[config.mk]
export PLATFORM = sky130hd
export DESIGN_NAME = prio_encoder_rr_flat
export DESIGN_NICKNAME = d
export VERILOG_FILES = /design/src/rtl/prio_encoder_rr_pkg.sv /design/src/rtl/prio_encoder_rr_if.sv /design/src/rtl/prio_encoder_rr_prio_sel.sv /design/src/rtl/prio_encoder_rr.sv /design/src/flat_wrapper.sv
export SDC_FILE = /design/constraint.sdc
export NUM_CORES = 1
export LEC_CHECK = 0
export CAP_MARGIN = 15
export CORE_AREA = 4 4 41 43
export CTS_CLUSTER_SIZE = 40
export DETAILED_ROUTE_END_ITERATION = 6
export DIE_AREA = 0 0 45 47
export PLACE_DENSITY = 0.73
export SLEW_MARGIN = 10
export SYNTH_ARGS = -nofsm -noshare
export SYNTH_HDL_FRONTEND = slang
export SYNTH_SLANG_ARGS = --single-unit
[constraint.sdc]
create_clock -name clk -period 3.4 [get_ports clk]
set_input_delay 1.02 -clock clk [delete_from_list [all_inputs] [get_ports clk]]
set_output_delay 1.02 -clock clk [all_outputs]
set_load 0.01 [all_outputs]
[src/rtl/prio_encoder_rr_pkg.sv]
// Shared constants and types for the registered round-robin priority encoder.
// Imported by the selector, the top level and the bench.
package prio_encoder_rr_pkg;

    localparam logic MODE_FIXED = 1'b0;
    localparam logic MODE_RR    = 1'b1;

    typedef enum logic {
        IDLE,
        HOLD
    } state_e;

endpackage

[src/rtl/prio_encoder_rr_if.sv]
// Request/grant bundle between the request sources, the encoder and the consumer.
// The slave side is the encoder.
interface prio_encoder_rr_if #(
    parameter int N = 4
);
    localparam int W = $clog2(N);

    logic         en;
    logic         mode;
    logic [N-1:0] req;
    logic [W-1:0] out_idx;
    logic         out_valid;
    logic         out_ack;
    logic         multi;
    logic [W-1:0] last_idx;

    modport master (
        output en, mode, req, out_ack,
        input  out_idx, out_valid, multi, last_idx
    );

    modport slave (
        input  en, mode, req, out_ack,
        output out_idx, out_valid, multi, last_idx
    );

endinterface

[src/rtl/prio_encoder_rr_prio_sel.sv]
// Combinational selector: first set request searching downward from start-1, wrapping mod N.
// Fixed mode searches from 0, which makes the order N-1 down to 0.
module prio_sel
    import prio_encoder_rr_pkg::*;
#(
    parameter int N = 4
) (
    input  logic [N-1:0]         req_i,
    input  logic [$clog2(N)-1:0] start_i,
    input  logic                 mode_i,
    output logic [$clog2(N)-1:0] idx_o,
    output logic                 any_o
);
    localparam int W = $clog2(N);

    always_comb begin
        logic found;
        int   base;
        int   c;
        idx_o = '0;
        any_o = |req_i;
        found = 1'b0;
        base  = (mode_i == MODE_RR) ? int'(start_i) : 0;
        c     = 0;
        // Wrap explicitly to N-1 so non-power-of-two N never yields idx >= N
        for (int k = 1; k <= N; k++) begin
            c = base - k;
            if (c < 0) c = c + N;
            if (!found && req_i[c]) begin
                found = 1'b1;
                idx_o = W'(c);
            end
        end
    end

endmodule

[src/rtl/prio_encoder_rr.sv]
// Registered N-input priority encoder with valid/ack handshake,
// fixed or round-robin selection and a last-acked pointer.
module prio_encoder_rr
    import prio_encoder_rr_pkg::*;
#(
    parameter int N = 4
) (
    input logic            clk,
    input logic            rst,
    prio_encoder_rr_if.slave bus
);
    localparam int W = $clog2(N);

    state_e       state_q;
    logic [W-1:0] idx_q;
    logic [W-1:0] last_q;
    logic         valid_q;
    logic         multi_q;

    logic [W-1:0] ptr;
    logic [W-1:0] idx_d;
    logic         any;
    logic         multi_d;
    logic         load;

    // On an ack the search must start from the index being acked
    assign ptr = (state_q == HOLD) ? idx_q : last_q;

    prio_sel #(.N(N)) u_sel (
        .req_i   (bus.req),
        .start_i (ptr),
        .mode_i  (bus.mode),
        .idx_o   (idx_d),
        .any_o   (any)
    );

    assign multi_d = |(bus.req & (bus.req - N'(1)));
    assign load    = bus.en && any;

    always_ff @(posedge clk or posedge rst) begin
        if (rst) begin
            state_q <= IDLE;
            idx_q   <= '0;
            last_q  <= '0;
            valid_q <= 1'b0;
            multi_q <= 1'b0;
        end else begin
            unique case (state_q)
                IDLE: begin
                    if (load) begin
                        idx_q   <= idx_d;
                        multi_q <= multi_d;
                        valid_q <= 1'b1;
                        state_q <= HOLD;
                    end
                end
                HOLD: begin
                    if (bus.out_ack) begin
                        last_q <= idx_q;
                        if (load) begin
                            idx_q   <= idx_d;
                            multi_q <= multi_d;
                        end else begin
                            valid_q <= 1'b0;
                            state_q <= IDLE;
                        end
                    end
                end
                default: state_q <= IDLE;
            endcase
        end
    end

    assign bus.out_idx   = idx_q;
    assign bus.out_valid = valid_q;
    assign bus.multi     = multi_q;
    assign bus.last_idx  = last_q;

endmodule

[src/flat_wrapper.sv]
// flat-port wrapper written by rule: the top's interface ports become plain ports
module prio_encoder_rr_flat import prio_encoder_rr_pkg::*;
#(
    parameter int N = 4
)
  (clk, rst, bus_en, bus_mode, bus_req, bus_out_ack, bus_out_idx, bus_out_valid, bus_multi, bus_last_idx);
  prio_encoder_rr_if #(.N(N)) bus_i ();
  input logic clk;
  input logic rst;
  input wire logic [$bits(bus_i.en)-1:0] bus_en;
  input wire logic [$bits(bus_i.mode)-1:0] bus_mode;
  input wire logic [$bits(bus_i.req)-1:0] bus_req;
  input wire logic [$bits(bus_i.out_ack)-1:0] bus_out_ack;
  output wire logic [$bits(bus_i.out_idx)-1:0] bus_out_idx;
  output wire logic [$bits(bus_i.out_valid)-1:0] bus_out_valid;
  output wire logic [$bits(bus_i.multi)-1:0] bus_multi;
  output wire logic [$bits(bus_i.last_idx)-1:0] bus_last_idx;
  assign bus_i.en = bus_en;
  assign bus_i.mode = bus_mode;
  assign bus_i.req = bus_req;
  assign bus_i.out_ack = bus_out_ack;
  assign bus_out_idx = bus_i.out_idx;
  assign bus_out_valid = bus_i.out_valid;
  assign bus_multi = bus_i.multi;
  assign bus_last_idx = bus_i.last_idx;
  prio_encoder_rr #(.N(N)) u_core (.clk(clk), .rst(rst), .bus(bus_i));
endmodule
==> After elaboration in Yosys (flattened, before gate mapping) <==
Index checks and enable logic that the tools add are counted.
{ "word_totals": {"reg_bits": 7, "word_cells": 76, "out_inout_bits": 6} }
{ "op_classes": {"n_mux": 38, "n_reduce_logical": 11, "bitwise_logic": 2, "n_lt_le_gt_ge": 8, "addsub": 9, "eq_ne": 3} }
{ "op_table": {"columns": ["cell", "count"], "rows": [
  ["less-than comparator 32 x 4 -> 1 bit (second input constant)", 4],
  ["two-way mux 32 bit", 4],
  ["two-way mux 1 bit", 18],
  ["two-way mux 2 bit", 8],
  ["adder 3 x 4 -> 5 bit (second input constant)", 3],
  ["less-than comparator 3 x 1 -> 1 bit (second input constant)", 3],
  ["binary-select mux 1 bit (select 2 bit)", 4],
  ["OR reduction 4 bit", 2],
  ["one-hot mux 1 bit (2 select lines)", 3],
  ["subtractor 2 x 2 -> 3 bit (second input constant)", 2],
  ["adder 4 x 4 -> 5 bit (second input constant)", 1],
  ["AND 4 bit", 1],
  ["logical AND 1 bit", 4],
  ["less-than comparator 4 x 1 -> 1 bit (second input constant)", 1],
  ["!= test 2 bit (second input constant)", 2],
  ["one-hot mux 2 bit (2 select lines)", 1],
  ["subtractor 2 x 3 -> 4 bit (second input constant)", 1],
  ["subtractor 4 x 1 -> 4 bit (second input constant)", 1],
  ["zero test 1 bit", 3],
  ["AND reduction 3 bit", 1],
  ["subtractor 2 x 1 -> 3 bit (second input constant)", 1],
  ["!= test 2 x 1 -> 1 bit (second input constant)", 1],
  ["AND reduction 2 bit", 1],
  ["NOT 1 bit", 1]
]} }

==> Longest topological paths before layout <==
Gate-level depths: netlist of run 1.
{ "logic_depth": {"ltp_word": 21, "ltp_mapped": 5, "mapped_depth_nobuf": 4} }

==> Modules after synthesis <==
From an unflattened synthesis of run 1, not the netlist that was laid out.
{ "hier_totals": {"hier_cells": 47, "area_unflattened_um2": 455.4} }
{ "by_module_without_submodules": {"columns": ["module", "seq_area_each_um2", "instances", "cells_each", "area_per_inst_um2"], "rows": [
  ["prio_encoder_rr", 175.2, 1, 27, 322.8],
  ["prio_sel", 0.0, 1, 20, 132.6]
]} }

==> Worst setup path before layout of run 1 <==
No wires, ideal clock.
{ "synth_path": {"path_type": "input -> register", "from": "in bus_req[0]", "to": "reg u_core.idx_q[1], in the netlist u_core.bus.out_idx[1]", "required_time_ps": 3296, "cell_stages": 5, "arrival_time_ps": 2043, "slack_ps": 1253, "setup_ps": 104, "path_cell_list": "buf_4 -> o41ai_2 -> or2b_4 -> or4_1 -> o311ai_1"} }
{ "synth_between": {"elab_chain_len": 16, "word_cells_on_any_way": 30, "cone_classes": "mux (22); reduce/logical (8)"} }
{ "synth_lines": {"columns": ["element", "line", "text"], "rows": [
  ["start, declared", "flat_wrapper.sv:12", "input wire logic [$bits(bus_i.req)-1:0] bus_req;"],
  ["binary-select mux 1 bit (select 2 bit)", "prio_encoder_rr_prio_sel.sv:29", "if (!found && req_i[c]) begin"],
  ["two-way mux 1 bit (implied by the code) (2 in series)", "prio_encoder_rr_prio_sel.sv:29", null],
  ["two-way mux 1 bit", "prio_encoder_rr_prio_sel.sv:29", null],
  ["zero test 1 bit", "prio_encoder_rr_prio_sel.sv:29", null],
  ["logical AND 1 bit", "prio_encoder_rr_prio_sel.sv:29", null],
  ["two-way mux 1 bit", "prio_encoder_rr_prio_sel.sv:29", null],
  ["zero test 1 bit", "prio_encoder_rr_prio_sel.sv:29", null],
  ["logical AND 1 bit", "prio_encoder_rr_prio_sel.sv:29", null],
  ["two-way mux 1 bit", "prio_encoder_rr_prio_sel.sv:29", null],
  ["zero test 1 bit", "prio_encoder_rr_prio_sel.sv:29", null],
  ["logical AND 1 bit", "prio_encoder_rr_prio_sel.sv:29", null],
  ["two-way mux 2 bit", "prio_encoder_rr_prio_sel.sv:29", null],
  ["two-way mux 2 bit (*)", "prio_encoder_rr.sv:50, prio_encoder_rr.sv:60", null],
  ["two-way mux 2 bit", "prio_encoder_rr.sv:58", "if (bus.out_ack) begin"],
  ["one-hot mux 2 bit (2 select lines) (*)", "prio_encoder_rr.sv:48", "unique case (state_q)"],
  ["end signal, assigned", "prio_encoder_rr.sv:51", "idx_q <= idx_d;"],
  ["end signal, assigned", "prio_encoder_rr.sv:61", "idx_q <= idx_d;"],
  ["end, declared", "prio_encoder_rr.sv:15", "logic [W-1:0] idx_q;"]
]} }
Mark *: on every way between the ends. The rest lies on a longest branch, timed or not. The select of a mux whose other input is x is not followed.
A chain may end at the register's enable or synchronous reset.

==> Worst setup path after layout of run 1 <==
Ends and elaborated chain as after synthesis.

==> results of run 1 <==
-- sequential cells by signal, summed over array words and instances (netlist names) --
register              count
u_core.bus.last_idx       2
u_core.bus.out_valid      1
u_core.bus.multi          1
u_core.state_q            1
u_core.bus.out_idx        2
-- stage by stage --
stage / hold slack, ns / util (%) / setup WS, ns / std cells
floorplan: 0.5168 / - / 1.253 / 57
global placement: 0.4823 / 49.71 / 0.6543 / 83
detailed placement: 0.4894 / 49.71 / 0.6124 / 83
CTS: 0.5020 / 51.73 / 0.8840 / 87
global route: 0.5461 / 51.73 / 0.7877 / 87
finish: 0.4921 / 51.73 / 0.8792 / 87
-- cell type report --
type                            count  share of cell area (%)
Tap cell                           15                   2.788
Clock buffer                        4                   3.903
Inverter                            4                   2.230
Multi-Input combinational cell     43                   44.24
Sequential cell                     7                   26.02
Timing Repair Buffer               14                   20.82
-- cells in the mapped netlist (2+ instances only) --
cell type | instances | area, µm²
a21oi_1 | 2 | 10.01
a31oi_1 | 2 | 12.51
buf_4 | 3 | 22.52
dfrtp_1 | 7 | 175.2
inv_1 | 4 | 15.01
mux2_2 | 3 | 33.78
mux2i_1 | 3 | 30.03
nand2_1 | 9 | 33.78
nor2b_1 | 4 | 25.02
o21ai_0 | 3 | 15.01
o22ai_1 | 2 | 12.51
-- cell usage in the layout, fill, tap and decap left out, types with 2 or more instances in the layout --
master            n
clkdlybuf4s50_1  14
nand2_1           9
dfrtp_1           7
inv_1             4
nor2b_1           4
mux2_2            3
mux2i_1           3
o21ai_0           3
clkbuf_4          3
o22ai_1           2
a31oi_1           2
a21oi_1           2
-- worst reg2reg max path: stages, from the launching register on --
cell,delay [ns]
dfrtp_1,0.44
or2b_1,0.20
or2b_4,0.29
or4_1,0.47
o311ai_1,0.09
-- how the worst max path moves through the flow --
stage,from,end
final,bus_req[0],u_core.bus.out_idx[1]
after global routing,bus_req[0],u_core.bus.out_idx[1]
after CTS,bus_req[0],u_core.bus.out_idx[1]
after detailed placement,bus_req[0],u_core.bus.out_idx[1]
after global placement,bus_req[0],u_core.bus.out_idx[1]
after floorplan,bus_req[0],u_core.bus.out_idx[1]
-- cell families (layout without fill, tap and decap cells) --
logic type | count (synthesis) | after routing | synth area share (%)
AOI/OAI and AO/OA | 14 | 14 | 19.12
adders and majority gates | 1 | 1 | 1.961
buffers and inverters | 7 | 22 | 7.352
DFF | 7 | 7 | 34.31
muxes | 7 | 7 | 14.71
and+or+nand+nor | 21 | 21 | 22.55
-- routing by layer --
layer,global-route usage (%),wire length [µm],up-vias
met2,20.62,457,37
met4,3.509,5,0
met5,0,0,-
met3,5.747,133,2
met1,13.63,449,207
li1,-,-,236
-- power by group --
part	internal (µW)	leakage, µW	total, µW	switching (µW)
clock	45.1	0.0000150	80.0	34.9
combinational	73.8	0.000187	130	56.3
sequential	102	0.0000816	120	17.3
total	221	0.000283	330	108
==> results.md, run 1 <==
- Status: finished clean
- Fin crit share: 74.14%
- Die ar.: 0.002115 mm²
- CTS Buffer Depth: 2
- Number of synthesized flops with an enable pin: 0
- Worst Path Buf+Inv: 1
- Final setup vio count: 0
- Max-cap viol count: 0
- Area Growth Syn to Fin: 31.86%
- Unrepaired setup endpoints after global routing: no
- Top FF cell, synth: dfrtp_1
- Initial antenna violation count: 0
- Fill cells: 130
- Remaining global-route overflow: 0
- Achievable frequency: approximately 400 MHz
- Clock latency on the worst-skew pair: 0.26 ns
- HPWL Detailed: just over 800 µm
- Vias in the first global route: 435
- Seq/Total Area, Yosys: 34.31%
- I/O pin count: 15
- Relative slew margins: around three quarters
- Ratio of cells with drive above 1 in the final layout: 12.50%
- Critical Path Slowest Stage Cell: clkdlybuf4s50_1
- Max incr delay on CP: 0.63 ns
- DRC Markers: 0
- Synthesized area: 510.5 µm²
- Post-DR vias/cell: 5.540
- Slew Viols, Final: 0
- Hold path startpoint: u_core.bus.multi
- Global-route wire length before repair: approximately 1800 µm
- CTS tree: done
- Core area: approximately 0.0013 mm²
- Path length in cells of the critical path: 5
- Die height: 47 µm
- Initial Util: between 30% and 40%
- Number of nets in the layout: 82
- Hold depth: 2
- Synthesized flop and latch total: 7
- Drt first-iter violations: 41
- Diode count: 0
- Routed length per instance: 12.02 µm
- Post-DP Area: 646.9 µm²
- Worst vdd ir: 0.2096 mV
- CP Cell Sequence: clkdlybuf4s50_1, o41ai_2, or2b_4, or4_1, o311ai_1
- Input/output buffers: 14
- GP Congestion: 0.8905
- # resized after CTS: 0
- H-tree depth: 1
- Via count: 482
- Worst-path clk slew: 0.05 ns
- All-Layer GR Usage: 12.15%
- Final Power: 329.7 µW
- Endpoint arrival time on the critical path: 2.67 ns
- HP Class: flop to flop
- Final wirelength: approximately 1000 µm
- Crit-path leading delay family: simple AND/OR/NAND/NOR gates
- Row cnt: 13
- Endpoint class of the critical path: flop
- Async set or reset register ratio after synthesis: 100.0%
- Clock tree root driver cell: clkbuf_4
- Synth warn: 0
- Setup Fix Bufs, Post-CTS: 0
- Power density over the cells: 489.8 mW/mm²
- Element type at the critical path start: primary input
- Synthesized Nets: 66
- Multi-input gate area: 297.8 µm²
- CTS Sinks: 7
- Pin count of the biggest net entering global routing: 10
- Post-synth cell types: 26
- Worst Reg-to-Reg Cells: 4
- DRT antenna net count: 0
- Die Wd: between 40 and 50 µm
- Hold Violations, Final: 0
- Max Clock Skew: 0.006887 ns
- Mapped Cells: 57
- Hold Buf Count CTS: 0
- Pleak: 0.0002832 µW
- Worst-margin pin slew: approximately 0.40 ns
- Sequential cell area: 175.2 µm²
- Critical path class: primary input to flop
- Num CTS Buffers: 3
- R2R Path End: u_core.bus.out_idx[1]
- Fin crit period: 2.521 ns
- Design area: 673.1 µm²
- Reg-to-Reg Start: u_core.state_q
- Max Fanout on Critical Path: 9
- Worst Hold End: u_core.bus.multi
- Pre-antenna DRT Iters: 4
- Setup TNS: 0 ns
- R2R setup slack: 1.80 ns
- Avg Cell Area, Syn: around 9.0 µm²
- Req. time, crit path: 3.55 ns
No activity file was read; power rests on OpenSTA's default activity.
==> run 2, diff against run 1 <==
--- a/config.mk
+++ b/config.mk
@@ -10,7 +10,7 @@
 export CTS_CLUSTER_SIZE = 40
 export DETAILED_ROUTE_END_ITERATION = 6
 export DIE_AREA = 0 0 45 47
-export PLACE_DENSITY = 0.73
+export PLACE_DENSITY = 0.76
 export SLEW_MARGIN = 10
 export SYNTH_ARGS = -nofsm -noshare
 export SYNTH_HDL_FRONTEND = slang
==> constraint.sdc (replaced) <==
create_clock -name clk -period 2.3 [get_ports clk]
set_input_delay 0.69 -clock clk [delete_from_list [all_inputs] [get_ports clk]]
set_output_delay 0.69 -clock clk [all_outputs]
set_load 0.01 [all_outputs]
==> results.md, run 2 (same netlist as run 1, synthesis figures left out) <==
- Fin crit period: 2.014 ns
- Worst Hold End: u_core.bus.multi
- Routed length per instance: about 11 µm
- Achievable frequency: roughly 500 MHz
- Die ar.: ~0.0021 mm²
- Most common cell after layout, fill and taps aside: clkdlybuf4s50_1
- DRT antenna net count: 0
- Ratio of cells with drive above 1 in the final layout: 18.18%
- Hold WS: 0.4846 ns
- Worst Reg-to-Reg Cells: 4
- Hold Violations, Final: 0
- Most frequent cells in the layout: 14 x clkdlybuf4s50_1, 9 x nand2_1, 7 x dfrtp_1
- Diode count: 0
- Initial antenna violation count: 0
- Pin count of the biggest net entering global routing: 9
- R2R setup slack: between 0.7 and 0.8 ns
- Final setup vio count: 0
- Element type at the critical path start: primary input
- Setup WS pre-CTS: 0.02333 ns
- I/O pin count: 15
- Die height: 47 µm
- Area Growth Syn to Fin: 39.22%
- CP startpoint: bus_req[1]
- Pre-antenna DRT Iters: 4
- CTS tree: done
- Setup Fix Bufs, Post-CTS: 0
- Critical path class: primary input to flop
- # resized after CTS: 0
- Hold depth: 2
- Endpoint class of the critical path: flop
- GP Congestion: 0.9186
- DRC Markers: 0
- Num CTS Buffers: 3
- Critical Path Slowest Stage Cell: clkdlybuf4s50_1
- Drt first-iter violations: 2
- Hold path startpoint: u_core.bus.multi
- All-Layer GR Usage: 10.87%
- Max incr delay on CP: 0.55 ns
- Fill cells: 147
- Worst vdd ir: 0.2066 mV
- HP Class: flop to flop
- Worst-margin pin slew: between 0.2 and 0.3 ns
- Via count: 481
- Reg-to-Reg Start: u_core.state_q
- Pleak: roughly 0.00031 µW
- Max Clock Skew: 0.002232 ns
- CTS Buffer Depth: 2
- Fin crit share: 87.56%
- Vias in the first global route: 415
- Clock tree root driver cell: clkbuf_4
- H-tree depth: 1
- Worst-path clk slew: approximately 0.050 ns
- Global-route wire length before repair: 1607 µm
- Remaining global-route overflow: 0
- Number of nets in the layout: 87
- Max-cap viol count: 0
- CP Cell Sequence: clkdlybuf4s50_1, o41ai_2, or2b_4, or4_1, o311ai_1
- Core area: between 0.001 and 0.0015 mm²
- Unrepaired setup endpoints after global routing: no
- Relative slew margins: 79.52%
- Slew Viols, Final: 0
- Req. time, crit path: roughly 2.4 ns
- Input/output buffers: 14
- Power density over the cells: roughly 680 mW/mm²
- Hold Buf Count CTS: 0
- Endpoint arrival time on the critical path: 2.16 ns
- Clock latency on the worst-skew pair: 0.24 ns
- Status: finished clean
- Max Fanout on Critical Path: 5
- HPWL Detailed: 854.3 µm
- Die Wd: 45 µm
- Initial Util: 39.23%
- Setup TNS: 0 ns
- Post-DR vias/cell: 5.228
- R2R Path End: u_core.bus.out_idx[1]
- Final wirelength: 1010 µm
- CTS Sinks: 7
- Row cnt: 13
- Slack of the critical path: roughly 0.29 ns
==> run 2: per-layer routing <==
layer  up-vias  routed length [µm]  track usage, %
li1        248                   -               -
met1       209                 444           12.67
met2        22                 463           15.82
met3         2                  83           1.149
met4         0                  19           13.45
met5         -                   0               0
==> run 2: area by class of cell <==
type                    instances  area (µm²)  area share (%)
clock buffers                   4       26.28           3.697
multi-input cells              43       297.8           41.90
well taps                      15       18.77           2.641
repair buffers                 19       177.7           25.00
inverters                       4       15.01           2.113
flip-flops and latches          7       175.2           24.65
==> run 2: worst max-delay path: cells and delay by family <==
family / cells / cell delay [ns]
AO/OA/AOI/OAI: 2 / 0.19
AND/OR/NAND/NOR: 2 / 0.72
buffers and inverters: 1 / 0.55
==> run 2: worst max path at each step <==
| stage | to | slack, ns | depth (start not counted) |
|---|---|---|---|
| global placement | u_core.bus.out_idx[1] | 0.06 | 5 |
| floorplan | u_core.bus.out_idx[1] | 0.48 | 5 |
| detailed placement | u_core.bus.out_idx[1] | 0.02 | 5 |
| CTS | u_core.bus.out_idx[1] | 0.29 | 5 |
| global route | u_core.bus.out_idx[1] | 0.23 | 5 |
| finish | u_core.bus.out_idx[1] | 0.29 | 5 |
==> run 2: metrics by stage <==
stage | total power, µW | cells | utilization (%) | area [µm²]
global route | 517.0 | 92 | 54.62 | 710.7
global placement | 374.2 | 88 | 52.60 | 684.4
finish | 482.3 | 92 | 54.62 | 710.7
floorplan | 285.0 | 57 | - | 510.5
detailed placement | 378.3 | 88 | 52.60 | 684.4
CTS | 491.0 | 92 | 54.62 | 710.7
==> run 2: power breakdown <==
part	internal [µW]	switching, µW	leakage [µW]
Sequential	152	23.7	0.0000816
Combinational	115	83.5	0.000210
Clock	66.0	42.3	0.0000150
